--- src/rtl/seven_segment_capture_if.sv ---
// Capture-side bundle: multiplexed segment bus in, decoded digits out.
// Master drives sel/seg/clr; slave is the capture block.
interface seven_segment_capture_if #(
   parameter int NDIG = 4
);
   logic [NDIG-1:0]   sel;
   logic [7:0]        seg;
   logic              clr;
   logic [4*NDIG-1:0] digits;
   logic [NDIG-1:0]   valid;
   logic [NDIG-1:0]   dp;
   logic              upd;
   logic              err;

   modport master (
      output sel, seg, clr,
      input  digits, valid, dp, upd, err
   );

   modport slave (
      input  sel, seg, clr,
      output digits, valid, dp, upd, err
   );
endinterface

--- src/rtl/seven_segment_capture.sv ---
// Debounced seven-segment bus capture and hex decode per digit.
// Optional sticky error flag enabled by `define SEG_CAPTURE_ERR_EN.
module seven_segment_capture #(
   parameter int NDIG   = 4,
   parameter int STABLE = 4
) (
   input logic                    clk,
   input logic                    rst_n,
   seven_segment_capture_if.slave bus
);
   localparam int         W   = NDIG + 8;
   localparam logic [7:0] STB = 8'(STABLE);

   logic [W-1:0]      r_q, r_d;
   logic [7:0]        cnt_q, cnt_d;
   logic [4*NDIG-1:0] digits_q, digits_d;
   logic [NDIG-1:0]   valid_q, valid_d;
   logic [NDIG-1:0]   dp_q, dp_d;
   logic              upd_q, upd_d;

   logic            same, commit, one_hot, hit;
   logic [NDIG-1:0] sel_n;
   logic [7:0]      sseg;
   logic [3:0]      code;

   assign same    = ({bus.sel, bus.seg} == r_q);
   assign commit  = same && (cnt_q == STB - 8'd1);
   assign sel_n   = ~r_q[W-1:8];
   assign sseg    = r_q[7:0];
   assign one_hot = ($countones(sel_n) == 1);

   always_comb begin
      r_d   = r_q;
      cnt_d = 8'd1;
      if (same) begin
         cnt_d = (cnt_q >= STB) ? STB : cnt_q + 8'd1;
      end else begin
         r_d = {bus.sel, bus.seg};
      end
   end

   // dp is masked off so the table matches the encoder's dp=0 bytes
   always_comb begin
      hit  = 1'b1;
      code = 4'h0;
      unique case ({sseg[7:1], 1'b0})
         8'hFC: code = 4'h0;
         8'h60: code = 4'h1;
         8'hDA: code = 4'h2;
         8'hF2: code = 4'h3;
         8'h66: code = 4'h4;
         8'hB6: code = 4'h5;
         8'hBE: code = 4'h6;
         8'hE0: code = 4'h7;
         8'hFE: code = 4'h8;
         8'hF6: code = 4'h9;
         8'hEE: code = 4'hA;
         8'h3E: code = 4'hB;
         8'h1A: code = 4'hC;
         8'h7A: code = 4'hD;
         8'h9E: code = 4'hE;
         8'h8E: code = 4'hF;
         default: hit = 1'b0;
      endcase
   end

   always_comb begin
      digits_d = digits_q;
      valid_d  = valid_q;
      dp_d     = dp_q;
      upd_d    = 1'b0;
      if (commit && one_hot) begin
         upd_d = 1'b1;
         for (int i = 0; i < NDIG; i++) begin
            if (sel_n[i]) begin
               if (hit) begin
                  digits_d[4*i +: 4] = code;
                  dp_d[i]            = sseg[0];
                  valid_d[i]         = 1'b1;
               end else begin
                  valid_d[i] = 1'b0;
               end
            end
         end
      end
      if (bus.clr) valid_d = '0;
   end

   always_ff @(posedge clk or negedge rst_n) begin
      if (!rst_n) begin
         r_q      <= '1;
         cnt_q    <= '0;
         digits_q <= '0;
         valid_q  <= '0;
         dp_q     <= '0;
         upd_q    <= 1'b0;
      end else begin
         r_q      <= r_d;
         cnt_q    <= cnt_d;
         digits_q <= digits_d;
         valid_q  <= valid_d;
         dp_q     <= dp_d;
         upd_q    <= upd_d;
      end
   end

   assign bus.digits = digits_q;
   assign bus.valid  = valid_q;
   assign bus.dp     = dp_q;
   assign bus.upd    = upd_q;

`ifdef SEG_CAPTURE_ERR_EN
   logic err_q, err_d;
   logic multi;

   assign multi = ($countones(sel_n) > 1);

   always_comb begin
      err_d = err_q;
      if (commit && ((one_hot && !hit) || multi)) err_d = 1'b1;
      if (bus.clr) err_d = 1'b0;
   end

   always_ff @(posedge clk or negedge rst_n) begin
      if (!rst_n) err_q <= 1'b0;
      else        err_q <= err_d;
   end

   assign bus.err = err_q;
`else
   assign bus.err = 1'b0;
`endif
endmodule

--- src/flat_wrapper.sv ---
// flat-port wrapper written by rule: the top's interface ports become plain ports
module seven_segment_capture_flat 
#(
   parameter int NDIG   = 4,
   parameter int STABLE = 4
)
  (clk, rst_n, bus_sel, bus_seg, bus_clr, bus_digits, bus_valid, bus_dp, bus_upd, bus_err);
  seven_segment_capture_if #(.NDIG(NDIG)) bus_i ();
  input logic clk;
  input logic rst_n;
  input wire logic [$bits(bus_i.sel)-1:0] bus_sel;
  input wire logic [$bits(bus_i.seg)-1:0] bus_seg;
  input wire logic [$bits(bus_i.clr)-1:0] bus_clr;
  output wire logic [$bits(bus_i.digits)-1:0] bus_digits;
  output wire logic [$bits(bus_i.valid)-1:0] bus_valid;
  output wire logic [$bits(bus_i.dp)-1:0] bus_dp;
  output wire logic [$bits(bus_i.upd)-1:0] bus_upd;
  output wire logic [$bits(bus_i.err)-1:0] bus_err;
  assign bus_i.sel = bus_sel;
  assign bus_i.seg = bus_seg;
  assign bus_i.clr = bus_clr;
  assign bus_digits = bus_i.digits;
  assign bus_valid = bus_i.valid;
  assign bus_dp = bus_i.dp;
  assign bus_upd = bus_i.upd;
  assign bus_err = bus_i.err;
  seven_segment_capture #(.NDIG(NDIG), .STABLE(STABLE)) u_core (.clk(clk), .rst_n(rst_n), .bus(bus_i));
endmodule
--- config.mk ---
export PLATFORM = sky130hd
export DESIGN_NAME = seven_segment_capture_flat
export DESIGN_NICKNAME = d
export VERILOG_FILES = /design/src/rtl/seven_segment_capture_if.sv /design/src/rtl/seven_segment_capture.sv /design/src/flat_wrapper.sv
export SDC_FILE = /design/constraint.sdc
export NUM_CORES = 1
export LEC_CHECK = 0
export CELL_PAD_IN_SITES_DETAIL_PLACEMENT = 0
export CELL_PAD_IN_SITES_GLOBAL_PLACEMENT = 1
export CORE_MARGIN = 2
export CORE_UTILIZATION = 30
export DETAILED_ROUTE_END_ITERATION = 8
export GPL_TIMING_DRIVEN = 0
export HOLD_SLACK_MARGIN = 0.1
export PLACE_DENSITY_LB_ADDON = 0.1
export SLEW_MARGIN = 20
export SYNTH_ARGS = -nofsm -noshare
export SYNTH_HDL_FRONTEND = slang
export SYNTH_SLANG_ARGS = --single-unit
--- constraint.sdc ---
create_clock -name clk -period 5.33 [get_ports clk]
set_input_delay 0.7995 -clock clk [delete_from_list [all_inputs] [get_ports clk]]
set_output_delay 0.7995 -clock clk [all_outputs]
set_load 0.05 [all_outputs]
==> results.ini <==
[run_status]
status = finished clean

[worst_setup_path]
cp-end-kind = flip-flop
cpMostUsedCell = ha_1
slowest_stage = dfstp_2
arrival_ns = 3.60
slowest_delay_ns = 0.61
crit_fanout = 7
startpoint_type = flip-flop
critPathBufInv = 1
path_delay_family = adder cells
crit_required_ns = 5.52
cp_cell_sequence = inv_1, ha_1, ha_1, fa_1, nor4bb_1, and3_1, nand4_2, a311oi_4, mux2_2
crit_type = flip-flop to flip-flop

[cts]
cts-resized-gates = 0
cts_buffers = 5
root_buffer = clkbuf_8
cts.htree.levels = 2
clockBufferDepth = 2
clk_pin_slew_ns = 0.08
cts_tree = yes
cts_setup_buffers = 0
insertion_delay_ns = 0.30
clock-sinks = 45
hold_buffers = 0

[placement]
dp_hpwl_mm = 3.89
place_congestion = 0.731
post-place-cells = 342
placed_area_sq_mm = 0.00295
io_buffer_count = 39

[synth]
synthArstFlopShare = 1.00
synthTopCellsByArea = dfrtp_1 35%, dfstp_2 13%, mux2_2 7.5%
ys_warn_count = 0
yosysUniqueCellTypes = 53
yosys.area.top_type_share = 0.345
synth_seq_cells = 45
syn_avg_cell_area_sq_um = 12.3
yosysSeqAreaShare = 0.477
synthFlopType = dfrtp_1
yosys.area.top_type = dfrtp_1
synth_edf_count = 0
syn_area_sq_mm = 0.00239
syn_inst = 195

[route]
dr.pass1.iters = 3
wl_mm = 5.21
via_per_inst = 4.49
drtIter0Drc = 41
drc = 0
postRouteAntennaNets = 0
num_vias = 1572
wl_per_cell_um = 14.9

[timing]
min_period_over_period = 0.641
timing.fmax_mhz = 293
period_needed_ns = 3.41
hold_viol_final = 0
drv_slew = 0
worstMarginPinSlew_ns = 0.951
setup_viol = 0
finalClockSkew_ns = 0.00739
max-slew-margin-rel = 0.358
rsz0062_at_grt = false
fin_setup_tns_ns = 0

[floorplan]
die_w_um = 93.3
die_y_um = 93.3
coreArea_sq_mm = 0.00773
initial_core_util = 0.309
die-area_sq_mm = 0.00870
row_count = 32
boundaryPins = 41

[pwr]
power.leakage_nw = 1.37
seq_power_share = 0.518
powerDensity_mw_per_mm2 = 226
switchingPower_mw = 0.166
combPwrFrac = 0.119
intPower_mw = 0.525
p_sw_frac = 0.240
ir_worst_vdd_uv = 138
p_clk_frac = 0.363

[layout]
syn_to_final_growth_pct = 27.9
fill_cells = 761
design_area_sq_mm = 0.00306
finish.net_count = 268
final_cells = 350
antenna-diode-count = 0
drive_gt1_frac = 0.238

[grt]
grt_usage = 0.133
overflow = 0
grt_pass1_wl_mm = 8.80
grt_pass1_vias = 1676
antenna_found_initial = 0
grt_max_degree = 27

[min_path]
hold_class = flip-flop to flip-flop

[job]
cap_viol_max_count = 0

cells in the final DEF (no fill, tap or decap), drive strengths merged, types with 2 or more instances in the layout:
cell type,instances
nor4,4
o21ai,2
inv,11
mux2,17
o22ai,2
clkbuf,21
a311oi,4
a32oi,2
nand3b,4
xor2,16
buf,10
ha,5
o2bb2ai,4
conb,6
nand2,7
a21oi,4
nor2,6
and3,3
dfstp,12
clkdlybuf4s50,38
dfrtp,33
o31ai,2
o21ba,4
nor2b,2
o21a,5
nand4,3
final timing paths:
path	from	endpoint	slack, ns	cells past startpoint
max	u_core.r_q[8]	u_core.bus.dp[0]	1.92	9
min	u_core.bus.digits[3]	u_core.bus.digits[3]	0.49	1
max reg2reg	u_core.r_q[8]	u_core.bus.dp[0]	1.92	9
min reg2reg	u_core.bus.digits[3]	u_core.bus.digits[3]	0.49	1
max in group asynchronous	rst_n	u_core.r_q[8]	4.23	2
min in group asynchronous	rst_n	u_core.bus.valid[1]	0.51	1
worst reg2reg max path: stages, from the launching register on:
cell      delay, ns
dfstp_2        0.61
inv_1          0.06
ha_1           0.29
ha_1           0.21
fa_1           0.43
nor4bb_1       0.26
and3_1         0.24
nand4_2        0.26
a311oi_4       0.56
mux2_2         0.39
cells by family (layout without fill, tap and decap cells):
group | count (synthesis) | count (layout) | share of synthesized area
DFF | 45 | 45 | 0.477
and+or+nand+nor | 40 | 40 | 0.124
AOI/OAI and AO/OA | 36 | 36 | 0.160
buffers and inverters | 34 | 82 | 0.0649
muxes | 17 | 17 | 0.0801
xor gates and xnor gates | 16 | 16 | 0.0586
adders and majority gates | 6 | 6 | 0.0345
other | 1 | 6 | 0.00157
metrics by stage:
stage	total power, mW	setup slack [ns]	util	hold slack (ns)
2_1_floorplan	0.414	2.23	-	0.463
3_3_place_gp	0.446	1.84	0.379	0.475
3_5_place_dp	0.448	1.87	0.382	0.477
4_1_cts	0.706	1.83	0.396	0.497
5_1_grt	0.728	1.76	0.396	0.520
6_report	0.691	1.92	0.396	0.491
Yosys cell counts, drive strengths merged, types with 2 or more instances:
library cell	instances
and3	3
buf	8
nand2	7
inv	11
o2bb2ai	4
o31ai	2
a32oi	2
dfstp	12
nor4	4
nor2	6
o22ai	2
dfrtp	33
o21a	5
o21ba	4
nand3b	4
o21ai	2
nor2b	2
xor2	16
clkbuf	15
a21oi	4
ha	5
a311oi	4
mux2	17
nand4	3
routing by layer:
layer	wire length [um]	global-route usage
met4	74	0.0404
met3	123	0.0266
met2	2480	0.220
met5	0	0
met1	2540	0.175
sequential cells by signal, indices dropped and copies added, names as in the netlist:
name / count
u_core.cnt_q: 8
u_core.bus.valid: 4
u_core.r_q: 12
u_core.bus.dp: 4
u_core.bus.digits: 16
u_core.bus.upd: 1
final cells by class:
type                    instances  area [sq um]  area share
repair buffers                 40           413       0.135
inverters                      11          41.3      0.0135
flip-flops and latches         45          1140       0.373
clock inverters                 2          35.0      0.0115
multi-input cells             121          1110       0.364
well taps                     102           128      0.0417
plain buffers                  23           114      0.0372
clock buffers                   6          72.6      0.0237
power groups by stage:
stage,registers [mW],logic (mW),clock network (mW)
after floorplan,0.363,0.0513,0
after global placement,0.365,0.0814,0
after detailed placement,0.365,0.0836,0
after CTS,0.358,0.0841,0.264
after global routing,0.359,0.0927,0.276
final,0.358,0.0821,0.251
Power figures use the tool's default switching activity.
==> edit, RTL diff (config.mk and constraints unchanged) <==
Add a define of `SEG_CAPTURE_ERR_EN`.
--- a/src/rtl/seven_segment_capture.sv
+++ b/src/rtl/seven_segment_capture.sv
@@ -1,4 +1,6 @@
 // Debounced seven-segment bus capture and hex decode per digit.
 // Optional sticky error flag enabled by `define SEG_CAPTURE_ERR_EN.
+`define SEG_CAPTURE_ERR_EN
+
 module seven_segment_capture #(
    parameter int NDIG   = 4,
Behaviour: not the same (Yosys sat finds a counterexample within 10 cycles, from zero or initial values and one cycle with rst_n low).
==> edit against the original RTL <==
- area after synthesis down 3.9%
- global-route usage increased by 1.3 points
- routed wire length grew 7.0%
- sequential cell count is 1 higher
- power up 10%
- worst setup slack lost 0.22 ns
- design area is 2.0% lower
- sequential share of layout area rose by 1.6 points
- count of clock-buffer cells in the layout stayed put
- largest cell class unchanged
- highest routed layer unchanged
==> edit: results (changes against the original RTL) <==
- Dpl cells: 361 (+5.6%)
- Non-Filler Instances: 369 (+5.4%)
- R2r endpoint: u_core.bus.digits[2]
- Place WS: 1.613 ns (-0.2571 ns)
- Total iterations of the first detailed-routing run: 4 (+1)
- Lkg Pwr: 1.217 nW (-11%)
- Seq/Total Area, Yosys: 0.5073 (+0.03011)
- Initial DRC Count: 50 (+22%)
- Crit path largest cell delay: 0.58 ns (-0.03 ns)
- Drt via density: 4.621 (+2.9%)
- Synth-to-Final Area Change: 30.32%
- Layout fillers: 732 (-3.8%)
- Synth top area cells: dfrtp_1, dfstp_2, xnor2_1
- Dpl hpwl: 4201 um (+7.9%)
- Cell family contributing the most delay on the critical path: simple AND/OR/NAND/NOR gates
- Routability cong.: 0.7718 (+5.6%)
- Hold WS: 0.4272 ns (-0.06373 ns)
- Top cells by count, synth: dfrtp_1, clkbuf_1, xnor2_1
- Synth unique cells: 52 (-1.9%)
- R2r setup slk: 1.70 ns (-0.22 ns)
- Layout cells sized above 1: 0.1185 (-0.1194)
- R2R Path Start: u_core.r_q[10]
- GRT Util Overall: 0.1458 (+0.01291)
- Number of global-route vias before repair: 1,730 (+3.2%)
- Synth Area per Inst: 10.59 um2 (-14%)
- IO buf count: 40 (+2.6%)
- First-pass GRT wire length: 9508 um (+8.1%)
- Crit Path Max Fanout: 5 (-2)
- Period Utilization, post-route: 0.6815 (+0.04085)
- Maximum VDD drop: 0.1195 mV (-13%)
- Run status: finished, final reports clean
- Fin nets: 290 (+8.2%)
-- edit: cell types whose count changed after synthesis, moves of 8 or more --
cell,unedited run,this run
mux2_2,16,1
xor2_1,16,1
xnor2_1,0,13
nand2b_1,0,8
o21ai_0,1,9
-- edit: cell families after synthesis --
family	Yosys count	share of synthesized area
other	1	0.001632
muxes	5	0.02449
buffers and inverters	28	0.04790
xor gates and xnor gates	14	0.05335
AOI/OAI and AO/OA	47	0.1432
and+or+nand+nor	70	0.1862
adders and majority gates	6	0.03593
DFF	46	0.5073
-- edit: worst max-delay path by stage --
stage,start,to,slack (ns),depth (start not counted)
CTS,u_core.r_q[10],u_core.bus.digits[2],1.61,9
finish,u_core.r_q[10],u_core.bus.digits[2],1.70,9
detailed placement,u_core.r_q[10],u_core.bus.digits[2],1.61,9
floorplan,u_core.r_q[10],u_core.bus.digits[10],2.35,9
global route,u_core.r_q[10],u_core.bus.digits[6],1.29,9
global placement,u_core.r_q[10],u_core.bus.digits[6],1.64,9
-- edit: cell type report --
class | count | area share
plain buffers | 21 | 0.02799
clock inverters | 2 | 0.02005
multi-input cells | 147 | 0.3463
clock buffers | 6 | 0.02757
well taps | 99 | 0.04135
inverters | 7 | 0.008772
repair buffers | 41 | 0.1387
flip-flops and latches | 46 | 0.3893
-- edit: power by group --
group          leakage [nW]  internal, W  total (W)  switching, W
combinational         0.561    0.0000337  0.0000773     0.0000435
sequential            0.585     0.000359   0.000365    0.00000588
clock                0.0714     0.000200   0.000319      0.000119
-- edit: metal layers --
metal | vias up | wire length [um] | part of all wire | GRT usage
li1 | 862 | - | - | -
met1 | 809 | 2895 | 0.52 | 0.2159
met2 | 29 | 2439 | 0.44 | 0.2132
met3 | 5 | 177 | 0.032 | 0.03071
met4 | 0 | 64 | 0.011 | 0.04167
met5 | - | 0 | 0 | 0
